[config.mk]
export PLATFORM = sky130hd
export DESIGN_NAME = if_id_buffer
export DESIGN_NICKNAME = d
export VERILOG_FILES = /design/src/rtl/core_pkg.sv /design/src/rtl/if_id_skid_reg.sv /design/src/rtl/if_id_buffer.sv
export SDC_FILE = /design/constraint.sdc
export NUM_CORES = 1
export LEC_CHECK = 0
export BUFFER_PORTS_ARGS = -buffer_cell sky130_fd_sc_hd__buf_4
export CAP_MARGIN = 20
export CORE_MARGIN = 1.5
export CORE_UTILIZATION = 30
export CTS_CLUSTER_SIZE = 20
export DETAILED_ROUTE_END_ITERATION = 10
export PLACE_DENSITY = 0.59
export RECOVER_POWER = 50
export SETUP_SLACK_MARGIN = 0.02
export SYNTH_ARGS = -nofsm -noshare
export SYNTH_HDL_FRONTEND = slang
export SYNTH_SLANG_ARGS = --single-unit
[constraint.sdc]
create_clock -name clk -period 3 [get_ports clk]
set_input_delay 0.6 -clock clk [delete_from_list [all_inputs] [get_ports clk]]
set_output_delay 0.6 -clock clk [all_outputs]
set_load 0.03 [all_outputs]
[src/rtl/core_pkg.sv]
// -----------------------------------------------------------------------------
// core_pkg
// Shared definitions for the fetch/decode boundary:
//   XLEN, ILEN  - default pc and instruction widths
//   NOP_INSN    - canonical bubble encoding (addi x0,x0,0)
//   buf_state_e - occupancy state of the IF/ID skid buffer
//   if_id_entry_t - one pc/instruction pair as carried between the stages
// -----------------------------------------------------------------------------
package core_pkg;

  localparam int          XLEN     = 64;
  localparam int          ILEN     = 32;
  localparam logic [31:0] NOP_INSN = 32'h0000_0013;

  // Occupancy of the main and skid registers.
  typedef enum logic [1:0] {
    BUF_EMPTY = 2'd0,  // nothing held
    BUF_FULL  = 2'd1,  // main valid, skid empty
    BUF_SKID  = 2'd2   // main and skid both valid
  } buf_state_e;

  typedef struct packed {
    logic [XLEN-1:0] pc;
    logic [ILEN-1:0] instruction;
  } if_id_entry_t;

endpackage : core_pkg

[src/rtl/if_id_skid_reg.sv]
// -----------------------------------------------------------------------------
// if_id_skid_reg
// Single-entry valid/data register used for both the main and the skid slot of
// the IF/ID buffer.
//   clk, rst - clock, synchronous active-high reset (valid=0, data=RESET_VAL)
//   clear    - drop the entry; data is kept so the last pc stays visible
//   load     - capture d and mark the entry valid (clear wins over load)
//   d        - incoming entry
//   valid    - entry held
//   q        - held entry
// -----------------------------------------------------------------------------
module if_id_skid_reg #(
  parameter int             W         = 96,
  parameter logic [W-1:0]   RESET_VAL = '0
) (
  input  logic         clk,
  input  logic         rst,
  input  logic         clear,
  input  logic         load,
  input  logic [W-1:0] d,
  output logic         valid,
  output logic [W-1:0] q
);

  // NOTE: state uses non-blocking assignments so every register samples the
  // pre-edge values of its neighbours, regardless of process order.
  // NOTE: the data field is reset too, because the main slot's reset value is
  // architecturally visible on id_pc/id_instruction.
  always_ff @(posedge clk) begin
    if (rst) begin
      valid <= 1'b0;
      q     <= RESET_VAL;
    end else if (clear) begin
      valid <= 1'b0;
    end else if (load) begin
      valid <= 1'b1;
      q     <= d;
    end
  end

endmodule : if_id_skid_reg

[src/rtl/if_id_buffer.sv]
// -----------------------------------------------------------------------------
// if_id_buffer
// Pipeline buffer between fetch and decode. A 2-entry skid buffer (main + skid)
// keeps if_ready driven straight from a flop, so a decode stall never forms a
// combinational path back into fetch. flush (branch taken) empties the buffer
// and drops any incoming beat; the main register always holds the oldest entry.
//
// Ports:
//   clk, rst        - clock, synchronous active-high reset
//   flush           - discard every held and incoming entry this cycle
//   if_valid/ready  - upstream handshake (if_ready = !skid_valid)
//   if_pc, if_instruction - fetched entry
//   id_valid/ready  - downstream handshake
//   id_pc           - pc presented to decode (holds last value during bubbles)
//   id_instruction  - instruction presented to decode, NOP_INSN when !id_valid
//
// Optional build macro IF_ID_PERF_COUNTERS_EN adds saturating 32-bit counters:
//   perf_stall_cycles, perf_flush_count, perf_bubble_cycles.
// -----------------------------------------------------------------------------
module if_id_buffer #(
  parameter int             XLEN     = core_pkg::XLEN,
  parameter int             ILEN     = core_pkg::ILEN,
  parameter logic [ILEN-1:0] NOP_INSN = core_pkg::NOP_INSN[ILEN-1:0]
) (
  input  logic            clk,
  input  logic            rst,
  input  logic            flush,
  input  logic            if_valid,
  output logic            if_ready,
  input  logic [XLEN-1:0] if_pc,
  input  logic [ILEN-1:0] if_instruction,
  output logic            id_valid,
  input  logic            id_ready,
  output logic [XLEN-1:0] id_pc,
  output logic [ILEN-1:0] id_instruction
`ifdef IF_ID_PERF_COUNTERS_EN
  ,
  output logic [31:0]     perf_stall_cycles,
  output logic [31:0]     perf_flush_count,
  output logic [31:0]     perf_bubble_cycles
`endif
);

  import core_pkg::*;

  localparam int EW = XLEN + ILEN;

  typedef struct packed {
    logic [XLEN-1:0] pc;
    logic [ILEN-1:0] instruction;
  } entry_t;

  buf_state_e state_q, state_d;

  entry_t in_entry, main_q, skid_q, main_d;
  logic   main_valid, skid_valid;
  logic   main_load, main_clear, main_from_skid;
  logic   skid_load, skid_clear;
  logic   up_xfer, dn_xfer;

  assign in_entry = '{pc: if_pc, instruction: if_instruction};
  assign up_xfer  = if_valid && if_ready;
  assign dn_xfer  = id_valid && id_ready;

  // State register.
  always_ff @(posedge clk) begin
    if (rst) state_q <= BUF_EMPTY;
    else     state_q <= state_d;
  end

  // Next state and slot controls.
  // NOTE: every signal gets a default before the case so no path leaves one
  // unassigned, which would otherwise infer a latch.
  always_comb begin
    state_d        = state_q;
    main_load      = 1'b0;
    main_clear     = 1'b0;
    main_from_skid = 1'b0;
    skid_load      = 1'b0;
    skid_clear     = 1'b0;

    if (flush) begin
      // A beat consumed by decode this cycle stays consumed; an incoming
      // fetch beat is dropped even though if_ready may be high.
      state_d    = BUF_EMPTY;
      main_clear = 1'b1;
      skid_clear = 1'b1;
    end else begin
      unique case (state_q)
        BUF_EMPTY: begin
          if (up_xfer) begin
            main_load = 1'b1;
            state_d   = BUF_FULL;
          end
        end
        BUF_FULL: begin
          if (up_xfer && dn_xfer) begin
            main_load = 1'b1;
          end else if (up_xfer) begin
            skid_load = 1'b1;
            state_d   = BUF_SKID;
          end else if (dn_xfer) begin
            main_clear = 1'b1;
            state_d    = BUF_EMPTY;
          end
        end
        BUF_SKID: begin
          // if_ready is low here, so only the downstream side can move.
          if (dn_xfer) begin
            main_load      = 1'b1;
            main_from_skid = 1'b1;
            skid_clear     = 1'b1;
            state_d        = BUF_FULL;
          end
        end
        default: begin
          state_d    = BUF_EMPTY;
          main_clear = 1'b1;
          skid_clear = 1'b1;
        end
      endcase
    end
  end

  assign main_d = main_from_skid ? skid_q : in_entry;

  if_id_skid_reg #(
    .W         (EW),
    .RESET_VAL ({{XLEN{1'b0}}, NOP_INSN})
  ) u_main (
    .clk   (clk),
    .rst   (rst),
    .clear (main_clear),
    .load  (main_load),
    .d     (main_d),
    .valid (main_valid),
    .q     (main_q)
  );

  if_id_skid_reg #(
    .W         (EW),
    .RESET_VAL ('0)
  ) u_skid (
    .clk   (clk),
    .rst   (rst),
    .clear (skid_clear),
    .load  (skid_load),
    .d     (in_entry),
    .valid (skid_valid),
    .q     (skid_q)
  );

  // if_ready comes straight from the skid valid flop.
  assign if_ready       = !skid_valid;
  assign id_valid       = main_valid;
  assign id_pc          = main_q.pc;
  assign id_instruction = main_valid ? main_q.instruction : NOP_INSN;

`ifdef IF_ID_PERF_COUNTERS_EN
  logic held_or_incoming;
  assign held_or_incoming = main_valid || skid_valid || if_valid;

  // Saturating event counters; reset dominates so nothing counts during rst.
  always_ff @(posedge clk) begin
    if (rst) begin
      perf_stall_cycles  <= '0;
      perf_flush_count   <= '0;
      perf_bubble_cycles <= '0;
    end else begin
      if (id_valid && !id_ready && (perf_stall_cycles != 32'hFFFF_FFFF))
        perf_stall_cycles <= perf_stall_cycles + 32'd1;
      if (flush && held_or_incoming && (perf_flush_count != 32'hFFFF_FFFF))
        perf_flush_count <= perf_flush_count + 32'd1;
      if (!id_valid && (perf_bubble_cycles != 32'hFFFF_FFFF))
        perf_bubble_cycles <= perf_bubble_cycles + 32'd1;
    end
  end
`endif

endmodule : if_id_buffer

==> run_results.csv, run 1 <==
group,metric,value,unit
critical_path,worstPathMaxFanout,48,
sta,max_freq,413.3,MHz
placed_design,io_buffer_count,198,
min_path,hold_path_class,"in2reg",
synth,ys_ff_latch,196,
placed_design,place_area,0.009794,mm^2
sta,timing.hold.ws,0.4332,ns
synth,synth_ff_type,"dfxtp_1",
sta,setup_viol,0,
synth,postSynthCellCount,1082,
routing,dr.pass1.iters,4,
global_routing,grt_max_degree,104,
synth,synth_area_leader_cell,"dfxtp_1",
clock_network,post-cts-setup-buffer-count,0,
routing,wl_per_cell,14.29,um
sta,fin_skew,0.01094,ns
min_path,min-delay-start,"if_instruction[24]",
finish,drive_gt1_share,15.91,%
critical_path,path_cells,"a21boi_0, nand2_4, clkbuf_2, nand2_1, a21oi_1",
synth,synthTopCellsByCount,"nand2_1 (293), dfxtp_1 (196), a21oi_1 (191), inv_1 (94), a221oi_1 (92)",
critical_path,crit_path_end_kind,"flop",
critical_path,start_kind,"flop",
routing,finalWirelength,22200,um
synth,synth_cell_types,32,
sta,max_slew.worst_pin.slew,1.102,ns
clock_network,ctsResizeCount,0,
synth,synth_top_family_by_area,"compound AO/OA/AOI/OAI gates",
placed_design,dp_hpwl,13640,um
die,fp-row-count,61,
die,die_h,171.4,um
sta,fin_ws,0.5805,ns
critical_path,crit_buf_inv,1,
synth,avgSynthCellArea,7.860,um^2
routing,vias,7305,
die,die_w,171.4,um
power_and_ir_drop,p_leak,4.039,nW
power_and_ir_drop,p_per_area,573.4,mW/mm^2
sta,fin_crit_sh,80.65,%
global_routing,antenna_found_initial,0,
finish,antenna_cells,0,
critical_path,cp_slowest_stage_delay,0.83,ns
critical_path,crit_start,"u_main.valid",
routing,drt_iter0_markers,523,
clock_network,clk_latency,0.42,ns
sta,grt_setup_unrepaired,"no",
critical_path,cp_data_required_time,3.34,ns
synth,async_flop_share,0,%
synth,syn-cell-area,0.008504,mm^2
synth,synthMuxAreaShare,0.2354,%
critical_path,cp.arrival,2.76,ns
critical_path,crit_slowest_cell,"clkbuf_2",
clock_network,cts.sinks,196,
synth,synthTopCellsByArea,"dfxtp_1 (46%), nand2_1 (13%), a21oi_1 (11%), a221oi_1 (9.5%), buf_4 (6.1%)",
synth,syn_nets,1183,
sta,hold_viol,0,
routing,drtAntennaViolNets,0,
sta,slew_violations,0,
finish,nFillCells,2942,
routing,viasPerCell,4.704,
die,start_util,30.53,%
die,dieArea,0.02937,mm^2
global_routing,gr-total-overflow,0,
finish,syn2layout_area_growth,19.23,%
clock_network,cts_hold_buffers,0,
clock_network,clock-root-buffer,"clkbuf_16",
sta,fin_crit,2.419,ns
global_routing,first_global_vias,6922,
synth,synth-seq-area-share,46.14,%
clock_network,cts.clk_slew.worst_paths,0.07,ns
critical_path,timing.rr.start,"u_main.valid",
synth,synth_edf_count,0,
global_routing,grt_pass1_wl,35750,um
clock_network,numCtsBuffers,17,
die,coreArea,0.02786,mm^2
routing,drc,0,
synth,synth.most_common_cell,"nand2_1",
placed_design,place_ws,0.6827,ns
synth,synth-simple-area-share,16.92,%
run_status,outcome,"finished clean",
synth,synth_fa_ha_area_share,0,%
die,num_io_pins,199,
synth,synth_xor_xnor_area_share,0,%
clock_network,cts_max_path_buffers,2,
clock_network,cts.htree.levels,4,
synth,ys.warnings.count,0,
sta,slew_headroom,26.50,%
power_and_ir_drop,vdd_drop_max,348.5,uV
finish,nets,1263,
critical_path,crit_type,"reg2reg",
global_routing,grt_use_total,15.28,%
placed_design,gp_congestion,0.7381,
sta,tns,0,ns
finish,fin_area,0.01014,mm^2
critical_path,r2r_slack,0.58,ns
synth,synth_top_area_share,46.14,%
synth,synth_compound_area_share,22.02,%
flow_run,maxCapViolations,0,
critical_path,crit_family,"buffers and inverters",
clock_network,cts_tree,"built",
## worst register-to-register path, delay by kind of cell (launching register included)
family	cells	cell delay, ns
AOI/OAI and AO/OA	2	0.58
and+or+nand+nor	2	0.27
buffers and inverters	1	0.83
DFF	1	0.67
## path summary, 6_finish.rpt
path                   to  cells after the start
max          u_skid.q[14]                      5
max reg2reg  u_skid.q[14]                      5
min          u_skid.q[24]                      3
min reg2reg  u_skid.q[48]                      2
## flip-flops by register name, summed over array words and instances (netlist names)
signal / flops
u_skid.q: 96
u_main.valid: 1
state_q: 2
u_main.q: 96
u_skid.valid: 1
## metrics by stage
| stage | total power, mW | utilization (%) | std cells |
|---|---|---|---|
| finish | 5.814 | 36.40 | 1553 |
| global placement | 3.567 | 35.16 | 1521 |
| floorplan | 3.352 | - | 1082 |
| CTS | 5.975 | 37.35 | 1553 |
| global route | 6.082 | 36.40 | 1553 |
| detailed placement | 3.577 | 35.16 | 1521 |
## layout make-up
class                      instances  area, um^2  area share (%)
multi-input combinational        639        3341           32.95
tap                              378       473.0           4.664
timing repair buffer             214        1440           14.20
clock buffer                      20       466.7           4.603
clock inverter                    12       142.6           1.407
sequential                       196        3924           38.70
inverter                          94       352.8           3.480
## cell usage in the layout, fill, tap and decap left out, types with 2 or more instances in the layout
master / n
buf_12: 7
clkbuf_1: 68
a21oi_1: 191
buf_4: 137
clkbuf_8: 3
nand2_1: 292
nor2_4: 2
a221oi_1: 92
and2_0: 12
dfxtp_1: 196
clkbuf_16: 17
clkinv_4: 2
inv_6: 3
a32oi_1: 3
bufinv_16: 2
and2_1: 19
nor2_1: 5
clkinvlp_4: 3
nand2b_1: 4
mux2i_1: 2
inv_1: 94
## metal layers
layer	vias to the layer above	GRT usage [%]	share of wire, %
li1	3698	-	-
met1	3436	19.34	47
met2	158	25.82	47
met3	13	3.935	5.7
met4	0	3.814	0.82
met5	-	0	0
## where the power goes
part	switching, mW	leakage (nW)	internal (mW)
Sequential	0.0610	1.60	2.72
Clock	1.05	0.292	1.31
Combinational	0.424	2.15	0.251
Total	1.53	4.04	4.28
## kinds of logic (layout without fill, tap and decap cells)
kind of cell           after synthesis  after routing
and+or+nand+nor                    343            343
AOI/OAI and AO/OA                  294            294
buffers and inverters              247            340
DFF                                196            196
muxes                                2              2
No activity file was read; power rests on OpenSTA's default activity.
==> inputs of run 2 (changes only) <==
- PLACE_DENSITY: 0.59 -> 0.6
- clock period: 3 -> 2.04 ns (I/O delays scaled with it)
==> run 2 against run 1 <==
  * Wire length is 0.89% higher
  * Final cell count increased by 1.4%
  * Critical path depth is 2 lower
  * Clock power grew 49%
  * Core utilization is 1.0 points higher
  * Sequential power is 47% higher
  * Die area unchanged
  * First-iteration DRC count fell by 9.8%
  * Worst hold slack got worse by 0.21 ns
==> run_results.csv, run 2 (synthesis gave the netlist of run 1 again) <==
group,metric,value,unit
global_routing,grt_pass1_wl,35870,um
critical_path,timing.rr.start,"state_q[0]",
placed_design,place_ws,0.1990,ns
finish,syn2layout_area_growth,22.61,%
clock_network,cts_hold_buffers,0,
global_routing,grt_use_total,15.40,%
sta,hold_viol,0,
power_and_ir_drop,report.power.total,8.667,mW
die,start_util,30.53,%
die,dieArea,0.02937,mm^2
critical_path,crit_type,"reg2out",
clock_network,numCtsBuffers,17,
finish,biggestRegsByFlops,"u_main.q x96, u_skid.q x96, state_q x2",
die,num_io_pins,199,
clock_network,clock-root-buffer,"clkbuf_16",
global_routing,grt_max_degree,97,
global_routing,first_global_vias,6946,
routing,vias,7422,
finish,drive_gt1_share,17.39,%
finish,stdcell_count,1574,
min_path,worstHoldPathCells,3,
finish,mostFrequentLayoutCells,"nand2_1 (292), dfxtp_1 (196), a21oi_1 (191)",
critical_path,cp.arrival,1.46,ns
die,die_h,171.4,um
clock_network,post-cts-setup-buffer-count,0,
finish,nets,1284,
critical_path,r2r-end,"u_main.q[41]",
critical_path,worstPathMaxFanout,21,
critical_path,crit_path_end_kind,"primary output",
sta,fin_crit_sh,91.48,%
placed_design,io_buffer_count,198,
sta,max_slew.worst_pin.slew,0.5122,ns
placed_design,dpl.cell_count,1542,
routing,drc,0,
min_path,min-delay-start,"if_pc[7]",
placed_design,gp_congestion,0.7314,
sta,grt_setup_unrepaired,"no",
min_path,hold_path_class,"in2reg",
run_status,outcome,"finished clean",
routing,viasPerCell,4.715,
clock_network,cts.clk_slew.worst_paths,0.08,ns
die,fp-row-count,61,
global_routing,antenna_found_initial,0,
sta,fin_skew,0.007899,ns
finish,layout_commonest_cell,"nand2_1",
clock_network,clk_latency,0.43,ns
power_and_ir_drop,vdd_drop_max,414.3,uV
placed_design,place_area,0.01008,mm^2
finish,antenna_cells,0,
critical_path,r2r_slack,0.24,ns
routing,drt_iter0_markers,472,
critical_path,start_kind,"flop",
finish,post-route-util,37.43,%
routing,drtAntennaViolNets,0,
sta,setup_viol,0,
sta,fin_ws,0.1737,ns
clock_network,cts_max_path_buffers,2,
min_path,whs_endpoint,"u_skid.q[39]",
sta,max_freq,535.8,MHz
sta,tns,0,ns
routing,dr.pass1.iters,4,
critical_path,cp_data_required_time,1.63,ns
flow_run,maxCapViolations,0,
routing,finalWirelength,22400,um
clock_network,cts.htree.levels,4,
sta,slew_headroom,65.85,%
sta,fin_crit,1.866,ns
clock_network,cts.sinks,196,
power_and_ir_drop,p_per_area,831.1,mW/mm^2
routing,wl_per_cell,14.23,um
sta,slew_violations,0,
placed_design,dp_hpwl,14050,um
global_routing,gr-total-overflow,0,
die,coreArea,0.02786,mm^2
clock_network,ctsResizeCount,0,
finish,fin_area,0.01043,mm^2
power_and_ir_drop,p_leak,4.228,nW
clock_network,cts_tree,"built",
die,die_w,171.4,um
sta,timing.hold.ws,0.2264,ns
critical_path,reg2reg_depth,6,
## run 2: worst max-delay path: stages (launching register included)
cell and delay (ns):
dfxtp_1 0.40, buf_4 0.28, and2_1 0.19, buf_4 0.16
## run 2: where the power goes
group	internal (mW)	total (mW)	leakage, nW	switching, mW
Combinational	0.424	1.06	2.34	0.640
Sequential	3.99	4.08	1.60	0.0873
Clock	1.89	3.52	0.294	1.63
Total	6.30	8.67	4.23	2.36
## run 2: final cells by class
type,count,area (um^2)
fill,2979,17430
sequential,196,3924
multi-input combinational,639,3347
timing repair buffer,235,1723
tap,378,473.0
clock buffer,18,439.2
inverter,94,352.8
clock inverter,14,168.9
## run 2: worst max path at each step
stage,end,startpoint,slack [ns],depth (start not counted)
after floorplan,u_main.q[0],u_main.valid,0.12,8
after global placement,u_main.q[18],id_ready,0.23,7
after detailed placement,u_skid.q[15],flush,0.20,6
after CTS,id_instruction[10],u_main.valid,0.12,3
after global routing,id_instruction[20],u_main.valid,0.05,3
final,id_instruction[17],u_main.valid,0.17,3
## run 2: layer usage
metal / GRT usage, % / vias to the layer above / part of all wire, %
li1: - / 3746 / -
met1: 19.93 / 3469 / 47
met2: 25.19 / 193 / 46
met3: 4.441 / 14 / 6.3
met4: 3.699 / 0 / 0.79
met5: 0 / - / 0
==> inputs of run 3 (changes only) <==
--- a/config.mk
+++ b/config.mk
@@ -15,4 +15,5 @@
 export RECOVER_POWER = 50
 export SETUP_SLACK_MARGIN = 0.02
+export SKIP_CTS_REPAIR_TIMING = 1
 export SYNTH_ARGS = -nofsm -noshare
 export SYNTH_HDL_FRONTEND = slang
==> constraint.sdc (replaced) <==
create_clock -name clk -period 2.04 [get_ports clk]
set_input_delay 0.408 -clock clk [delete_from_list [all_inputs] [get_ports clk]]
set_output_delay 0.408 -clock clk [all_outputs]
set_load 0.1 [all_outputs]
==> run 3 against run 2 <==
  * First-iteration DRC count decreased by 18%
  * Fmax decreased by 3.7%
  * Power increased by 4.2%
  * Sequential cell count unchanged
  * Highest routed layer unchanged
  * Via count decreased by 0.46%
  * Sequential power about the same
  * Wire length increased by 1.2%
  * Worst setup slack got worse by 0.071 ns
  * Largest power group unchanged
  * Clock power decreased by 5%
  * Sequential share of layout area decreased by 0.072 points
  * Critical path depth unchanged
==> run_results.csv, run 3 (synthesis gave the netlist of run 1 again) <==
group,metric,value,unit
global_routing,grt_pass1_wl,35820,um
finish,fin_area,0.01046,mm^2
global_routing,first_global_vias,6991,
die,die_h,171.4,um
critical_path,start_kind,"flop",
critical_path,cp_slowest_stage_delay,0.45,ns
power_and_ir_drop,p_per_area,863.3,mW/mm^2
finish,post-route-util,37.54,%
global_routing,antenna_found_initial,0,
routing,wl_per_cell,14.51,um
routing,viasPerCell,4.730,
critical_path,cp.arrival,1.53,ns
placed_design,dp_hpwl,14030,um
die,fp-row-count,61,
critical_path,crit_family,"flip-flops",
global_routing,gr-total-overflow,0,
die,coreArea,0.02786,mm^2
min_path,min-delay-start,"if_pc[1]",
critical_path,crit_slowest_cell,"dfxtp_4",
min_path,hold_path_class,"in2reg",
sta,max_slew.worst_pin.slew,0.6290,ns
finish,nets,1272,
sta,slew_headroom,58.07,%
critical_path,crit_path_end_kind,"primary output",
routing,drt_iter0_markers,387,
critical_path,timing.rr.start,"u_main.valid",
power_and_ir_drop,p_leak,4.405,nW
critical_path,crit_start,"u_main.valid",
finish,antenna_cells,0,
placed_design,dpl.cell_count,1528,
placed_design,place_area,0.009990,mm^2
sta,hold_viol,0,
critical_path,worstPathMaxFanout,15,
routing,drtAntennaViolNets,0,
global_routing,grt_use_total,15.37,%
finish,syn2layout_area_growth,22.97,%
clock_network,numCtsBuffers,17,
clock_network,cts.clk_slew.worst_paths,0.08,ns
die,start_util,30.53,%
sta,fin_skew,0.01131,ns
placed_design,io_buffer_count,198,
die,dieArea,0.02937,mm^2
sta,slew_violations,0,
clock_network,cts_tree,"built",
finish,mostFrequentLayoutCells,"nand2_1 (292), dfxtp_1 (195), a21oi_1 (191)",
die,die_w,171.4,um
critical_path,cp_data_required_time,1.63,ns
finish,stdcell_count,1562,
finish,biggestRegsByFlops,"u_main.q x96, u_skid.q x96, state_q x2",
sta,setup_viol,0,
sta,tns,0,ns
sta,fin_crit,1.938,ns
run_status,outcome,"finished clean",
sta,grt_setup_unrepaired,"yes",
routing,dr.pass1.iters,5,
critical_path,crit_buf_inv,2,
finish,drive_gt1_share,25.08,%
placed_design,gp_congestion,0.7228,
clock_network,cts.htree.levels,4,
clock_network,cts_max_path_buffers,2,
sta,max_freq,516.1,MHz
routing,drc,0,
global_routing,grt_max_degree,83,
clock_network,clock-root-buffer,"clkbuf_16",
routing,vias,7388,
critical_path,cp_common_cell,"buf_6",
finish,layout_commonest_cell,"nand2_1",
critical_path,path_cells,"buf_6, and2_2, buf_6",
flow_run,maxCapViolations,0,
clock_network,clk_latency,0.43,ns
die,num_io_pins,199,
power_and_ir_drop,vdd_drop_max,531.8,uV
critical_path,crit_type,"reg2out",
sta,fin_crit_sh,94.98,%
routing,finalWirelength,22660,um
clock_network,cts.sinks,196,
-- run 3: changes by cell type in the layout (fill, tap and decap cells not counted), sizes merged --
cell and change:
buf -8, bufinv -2, clkbuf -3, clkinv -1
clkinvlp +2
-- run 3: through the flow --
stage / total power, mW / worst slack, ns / hold WS (ns)
CTS: 9.223 / -0.1986 / 0.2026
global placement: 5.832 / 0.1900 / 0.4422
floorplan: 5.484 / 0.08694 / 0.4366
detailed placement: 5.847 / 0.1528 / 0.4467
global route: 9.415 / 0.004445 / 0.2049
finish: 9.028 / 0.1023 / 0.2268
-- run 3: final timing paths --
check / endpoint / cells after the start / slack (ns)
worst max-delay path: id_instruction[29] / 3 / 0.10
worst min-delay path: u_skid.q[33] / 3 / 0.23
worst max register to register: u_main.q[36] / 6 / 0.14
worst min register to register: u_skid.q[31] / 2 / 0.46
-- run 3: where the power goes --
part / switching [mW] / internal (mW)
clock network: 1.66 / 1.68
logic: 1.18 / 0.428
registers: 0.0905 / 3.99
total: 2.93 / 6.10
-- run 3: final cells by class --
type / instances / area [um^2]
Multi-Input combinational cell: 639 / 3415
Fill cell: 2963 / 17400
Clock buffer: 19 / 452.9
Sequential cell: 196 / 3928
Timing Repair Buffer: 223 / 1718
Clock inverter: 13 / 118.9
Tap cell: 378 / 473.0
Inverter: 94 / 352.8
-- run 3: routing by layer --
layer	vias to the layer above	GRT usage [%]	part of all wire [%]
li1	3715	-	-
met1	3482	19.14	45
met2	177	26.39	47
met3	14	4.234	6.7
met4	0	3.356	0.92
met5	-	0	0
-- run 3: worst reg2reg max path: stages, from the launching register on --
cell,delay (ns)
dfxtp_4,0.41
buf_4,0.20
a21bo_2,0.24
a2bb2oi_4,0.20
buf_12,0.30
a21oi_1,0.16
a221oi_1,0.30
